`src/rtl/mem_bus_arbiter.sv`:
```
// mem_bus_arbiter
//   Shares one single-port synchronous RAM between two bus masters. Master 0 is
//   the CPU and master 1 is a secondary requester such as a loader or debug port.
//   A level request from a master becomes one RAM access followed by a one-cycle
//   ack. When both masters request, the winner is chosen round-robin, or master 0
//   always wins if FIXED_PRIO=1.
//
//   Transaction sequence: IDLE -> ISSUE -> WAIT (RAM_LAT cycles) -> ACK -> IDLE.
//   Every output is a register.
//
// Parameters
//   AW, DW      address and data widths
//   RAM_LAT     cycles from ram_en to valid ram_rdata (1..4)
//   FIXED_PRIO  1 = master 0 wins ties, 0 = round-robin
//
// Ports
//   clk, rst                        clock, synchronous active-high reset
//   mN_req/we/addr/wdata (N=0,1)    master request and command inputs
//   mN_ack, mN_rdata                completion pulse and read data
//   ram_en/we/addr/wdata            RAM command strobe and payload
//   ram_rdata                       RAM read data
//   busy                            high whenever a transaction is in flight

module mem_bus_arbiter #(
  parameter int AW         = 8,
  parameter int DW         = 8,
  parameter int RAM_LAT    = 1,
  parameter int FIXED_PRIO = 0
) (
  input  logic          clk,
  input  logic          rst,
  input  logic          m0_req,
  input  logic          m0_we,
  input  logic [AW-1:0] m0_addr,
  input  logic [DW-1:0] m0_wdata,
  output logic          m0_ack,
  output logic [DW-1:0] m0_rdata,
  input  logic          m1_req,
  input  logic          m1_we,
  input  logic [AW-1:0] m1_addr,
  input  logic [DW-1:0] m1_wdata,
  output logic          m1_ack,
  output logic [DW-1:0] m1_rdata,
  output logic          ram_en,
  output logic          ram_we,
  output logic [AW-1:0] ram_addr,
  output logic [DW-1:0] ram_wdata,
  input  logic [DW-1:0] ram_rdata,
  output logic          busy
);

  typedef enum logic [1:0] {
    S_IDLE  = 2'd0,
    S_ISSUE = 2'd1,
    S_WAIT  = 2'd2,
    S_ACK   = 2'd3
  } state_t;

  // wait_cnt counts down the remaining read-latency cycles. It reaches 0 in the
  // WAIT cycle in which ram_rdata becomes valid.
  localparam logic [1:0] WAIT_INIT = 2'(RAM_LAT - 1);

  state_t        state, state_d;
  logic          owner, owner_d;            // 0 = master 0 owns the access
  logic          last_grant, last_grant_d;
  logic [1:0]    wait_cnt, wait_cnt_d;
  logic          win_m1;

  logic          ram_en_d, ram_we_d, m0_ack_d, m1_ack_d, busy_d;
  logic [AW-1:0] ram_addr_d;
  logic [DW-1:0] ram_wdata_d, m0_rdata_d, m1_rdata_d;

  // NOTE: every signal written here is first given a default value, so no path
  // leaves a signal unassigned and no latch is inferred.
  always_comb begin
    state_d      = state;
    owner_d      = owner;
    last_grant_d = last_grant;
    wait_cnt_d   = wait_cnt;
    ram_en_d     = 1'b0;
    ram_we_d     = ram_we;
    ram_addr_d   = ram_addr;
    ram_wdata_d  = ram_wdata;
    m0_ack_d     = 1'b0;
    m1_ack_d     = 1'b0;
    m0_rdata_d   = m0_rdata;
    m1_rdata_d   = m1_rdata;

    // Master 1 wins when it requests alone. On a tie it wins only under
    // round-robin, and only if master 0 was served last.
    win_m1 = m1_req && (!m0_req || (FIXED_PRIO == 0 && !last_grant));

    case (state)
      S_IDLE: begin
        if (m0_req || m1_req) begin
          // ram_we/addr/wdata double as the latched command. Later changes
          // on the master bus cannot affect this access.
          owner_d     = win_m1;
          ram_en_d    = 1'b1;
          ram_we_d    = win_m1 ? m1_we    : m0_we;
          ram_addr_d  = win_m1 ? m1_addr  : m0_addr;
          ram_wdata_d = win_m1 ? m1_wdata : m0_wdata;
          state_d     = S_ISSUE;
        end
      end
      S_ISSUE: begin
        wait_cnt_d = WAIT_INIT;
        state_d    = S_WAIT;
      end
      S_WAIT: begin
        if (wait_cnt == 2'd0) begin
          if (!ram_we) begin
            if (owner) m1_rdata_d = ram_rdata;
            else       m0_rdata_d = ram_rdata;
          end
          m0_ack_d = !owner;
          m1_ack_d = owner;
          state_d  = S_ACK;
        end else begin
          wait_cnt_d = wait_cnt - 2'd1;
        end
      end
      S_ACK: begin
        last_grant_d = owner;
        state_d      = S_IDLE;
      end
      default: state_d = S_IDLE;
    endcase

    busy_d = (state_d != S_IDLE);
  end

  // NOTE: state is updated only with non-blocking assignments. Every register
  // then samples the values from before the clock edge, regardless of the
  // order of the statements.
  always_ff @(posedge clk) begin
    if (rst) begin
      state      <= S_IDLE;
      owner      <= 1'b0;
      last_grant <= 1'b1;
      wait_cnt   <= 2'd0;
      ram_en     <= 1'b0;
      ram_we     <= 1'b0;
      ram_addr   <= '0;
      ram_wdata  <= '0;
      m0_ack     <= 1'b0;
      m1_ack     <= 1'b0;
      m0_rdata   <= '0;
      m1_rdata   <= '0;
      busy       <= 1'b0;
    end else begin
      state      <= state_d;
      owner      <= owner_d;
      last_grant <= last_grant_d;
      wait_cnt   <= wait_cnt_d;
      ram_en     <= ram_en_d;
      ram_we     <= ram_we_d;
      ram_addr   <= ram_addr_d;
      ram_wdata  <= ram_wdata_d;
      m0_ack     <= m0_ack_d;
      m1_ack     <= m1_ack_d;
      m0_rdata   <= m0_rdata_d;
      m1_rdata   <= m1_rdata_d;
      busy       <= busy_d;
    end
  end

endmodule

```
`config.mk`:
```
export PLATFORM = sky130hd
export DESIGN_NAME = mem_bus_arbiter
export DESIGN_NICKNAME = d
export VERILOG_FILES = /design/src/rtl/mem_bus_arbiter.sv
export SDC_FILE = /design/constraint.sdc
export NUM_CORES = 1
export LEC_CHECK = 0
export BUFFER_PORTS_ARGS = -buffer_cell sky130_fd_sc_hd__buf_2
export CORE_ASPECT_RATIO = 1.4
export CORE_MARGIN = 3
export CORE_UTILIZATION = 32
export CTS_CLUSTER_SIZE = 14
export DETAILED_ROUTE_END_ITERATION = 16
export SETUP_SLACK_MARGIN = 0.05
export SYNTH_ARGS = -nofsm -noshare
export SYNTH_HDL_FRONTEND = slang
export SYNTH_SLANG_ARGS = --single-unit
```
`constraint.sdc`:
```
create_clock -name clk -period 1.59 [get_ports clk]
set_input_delay 0.318 -clock clk [delete_from_list [all_inputs] [get_ports clk]]
set_output_delay 0.318 -clock clk [all_outputs]
set_load 0.01 [all_outputs]
```
==> results by group <==
Power and ir drop
  – Pwr Total: 4.00 mW
  – Power per cell area: 1620 nW/um^2
  – Maximum VDD drop: 0.688 mV
  – Leakage Power: 1.13 nW

Hold path
  – Hold Path Stages: 3
  – Hold WC Path Type: in -> reg
  – Hold Crit Endpoint: ram_wdata[6]$_SDFFE_PP0P_
  – Hold Path Origin: m0_wdata[6]

Outcome
  – Status: complete, no violations

Die
  – Floorplan row count: 32
  – Die W: 70.4 um
  – Total core area: 5570 sq um
  – Starting Density: 0.334
  – Die ar.: 6770 sq um
  – I/O Pins: 83
  – Die Ht: 96.2 um

Clocking
  – CTS buffer count: 5
  – Root buffer cell: clkbuf_8
  – Clk Latency, worst-skew pair: 0.29 ns
  – CTS tree: built
  – CTS Hold Bufs: 0
  – Clock transition at path regs: 0.08 ns
  – Max clock buf depth: 2
  – Clock sinks: 43
  – H-tree Lvls: 2

STA
  – Setup TNS: 0 ns
  – RSZ-0062 raised after global routing: no
  – Clk_skew: 0.00360 ns
  – Min Tclk post-route: 1.45 ns
  – Relative slew slack: 0.669
  – Fin. Hold Viols: 0
  – Slew @ Worst Pin: 0.495 ns
  – Fin crit share: 0.911
  – FMAX: 691 MHz
  – Final setup fails: 0
  – Worst hold slack: 0.271 ns
  – Slew Viols, Final: 0

Worst setup path
  – Cell breakdown of the critical path: inv_2 > ha_2 > and4bb_4 > mux2i_2 > nor2_1
  – Setup CP Type: reg -> reg
  – Reg2reg setup slack: 0.14 ns
  – Critical Path Source Type: register
  – Crit. Startpoint: state[0]$_SDFF_PP0_
  – Worst Path Buf+Inv: 1
  – CP Data Arrival Time: 1.62 ns
  – FF-to-FF path depth: 5
  – Worst Setup End Kind: register
  – Cell depth of the worst setup path: 5
  – Worst-path maximum fanout: 8
  – Gate family responsible for the most delay along the worst path: simple AND/OR/NAND/NOR gates
  – Worst R2R End: m0_rdata[6]$_SDFFE_PP0P_
  – Highest-delay cell along the critical path: and4bb_4
  – RR Startpoint: state[0]$_SDFF_PP0_
  – Worst path max stage delay: 0.38 ns
  – CP required: 1.76 ns

Yosys
  – Synthesized area per cell: 8.98 sq um
  – Sequential fraction of the synthesis area: 0.463
  – Register bit total from synthesis: 43
  – Largest area contributor in the netlist: dfxtp_1
  – Gate Count Post-Synth: 207
  – Synth warn: 0
  – Synth top area cells: dfxtp_1, a21oi_1, nand2_1
  – Post-synthesis cell type count: 31
  – Top cell type's share of synthesized area: 0.463
  – Post-synth design cell area: 1860 sq um
  – Syn_nets: 259

Drt
  – Post-route DRC: 0
  – ANT nets after route: 0
  – Vias post-DR: 1722
  – Final WL: 4570 um
  – Drt wl/cell: 12.8 um
  – 1st-pass router iterations: 4
  – Vias/cell: 4.82
  – Initial drt markers: 36

Final layout
  – Most frequent cells in the layout: buf_2, dfxtp_1, nand2_1, nor2_1, a21oi_1
  – Antenna Cells: 0
  – P&R area growth vs syn: 32.9%
  – Fillers: 568
  – Nets: 340
  – Share of cells above drive strength 1: 0.394
  – Commonest non-fill, non-tap cell in the layout: buf_2

Global routing
  – First-pass GRT wire length: 7850 um
  – Gr usage total: 0.144
  – Antenna violations before repair: 0
  – Total grt overflow: 0
  – Number of global-route vias before repair: 1696
  – Largest net degree at the start of global routing: 22

Placed design
  – HPWL after DPL: 3340 um
  – Placer Congestion: 0.732
  – IO Port Bufs: 82

Job
  – Max_cap viols: 0
routing by layer:
layer / wire length (um) / part of all wire / vias to the layer above / global-route usage
met5: 0 / 0 / - / 0
li1: - / - / 867 / -
met1: 1860 / 0.41 / 784 / 0.156
met4: 89 / 0.019 / 0 / 0.0575
met2: 2250 / 0.49 / 63 / 0.259
met3: 365 / 0.080 / 8 / 0.0449
Yosys cell counts, drive strengths merged:
| library cell | n |
|---|---|
| a211o | 1 |
| a211oi | 17 |
| a21bo | 1 |
| a21boi | 1 |
| a21oi | 27 |
| a22oi | 1 |
| a311oi | 2 |
| and2 | 1 |
| and4b | 1 |
| and4bb | 1 |
| buf | 10 |
| clkbuf | 4 |
| dfxtp | 43 |
| ha | 6 |
| inv | 5 |
| mux2i | 8 |
| nand2 | 34 |
| nand2b | 1 |
| nand3 | 1 |
| nand3b | 1 |
| nand4b | 1 |
| nor2 | 30 |
| nor2b | 2 |
| nor3 | 2 |
| nor3b | 1 |
| o21a | 1 |
| o21ai | 4 |
area by class of cell:
class,instances,area (sq um),area share
Sequential cell,43,861,0.349
Inverter,5,18.8,0.00760
Timing Repair Buffer,88,493,0.200
Tap cell,68,85.1,0.0345
Multi-Input combinational cell,145,911,0.369
Clock buffer,8,100,0.0405
cell families (layout without fill, tap and decap cells):
family,after synthesis,count (layout),synth area share
AO/OA/AOI/OAI,55,55,0.219
adder cells (fa/ha/maj),6,6,0.0404
buffers and inverters,19,101,0.0586
flip-flops,43,43,0.463
multiplexers,8,8,0.0431
AND/OR/NAND/NOR,76,76,0.176
where the power goes:
group          internal [mW]  leakage, nW  switching, mW
Clock                  0.396       0.0515          0.347
Combinational          0.820        0.724          0.937
Sequential              1.35        0.352          0.152
registers in the layout (all words and copies together), names as in the netlist:
signal,cells
owner,1
wait_cnt,2
m1_rdata,8
busy,1
ram_addr,8
ram_wdata,8
m1_ack,1
ram_we,1
m0_ack,1
last_grant,1
state,2
m0_rdata,8
ram_en,1
worst min-delay path, cell delays in order:
cell	delay, ns
buf_2	0.09
nand2_1	0.04
a211oi_1	0.05
what timing repair did:
action | 4_1_cts | 5_1_grt
buffers inserted | 0 | 2
resized for setup | 2 | 5
setup endpoints to repair | 16 | 34
pin swaps | 0 | 1
hold endpoints to repair | 0 | 0
through the flow:
| stage | utilization | instance area [sq um] | cells | worst slack (ns) |
|---|---|---|---|---|
| floorplan | - | 1860 | 207 | 0.129 |
| global placement | 0.414 | 2310 | 347 | 0.0295 |
| detailed placement | 0.414 | 2310 | 347 | 0.0115 |
| CTS | 0.434 | 2420 | 355 | 0.0770 |
| global route | 0.444 | 2470 | 357 | 0.0604 |
| finish | 0.444 | 2470 | 357 | 0.142 |
worst max path at each step:
stage / endpoint / slack (ns)
2_1_floorplan: m0_rdata[0]$_SDFFE_PP0P_ / 0.13
3_3_place_gp: ram_addr[2]$_SDFFE_PP0P_ / 0.03
3_5_place_dp: ram_wdata[2]$_SDFFE_PP0P_ / 0.01
4_1_cts: m0_rdata[6]$_SDFFE_PP0P_ / 0.08
5_1_grt: m0_rdata[5]$_SDFFE_PP0P_ / 0.06
6_report: m0_rdata[6]$_SDFFE_PP0P_ / 0.14
No activity file was read; power rests on OpenSTA's default activity.
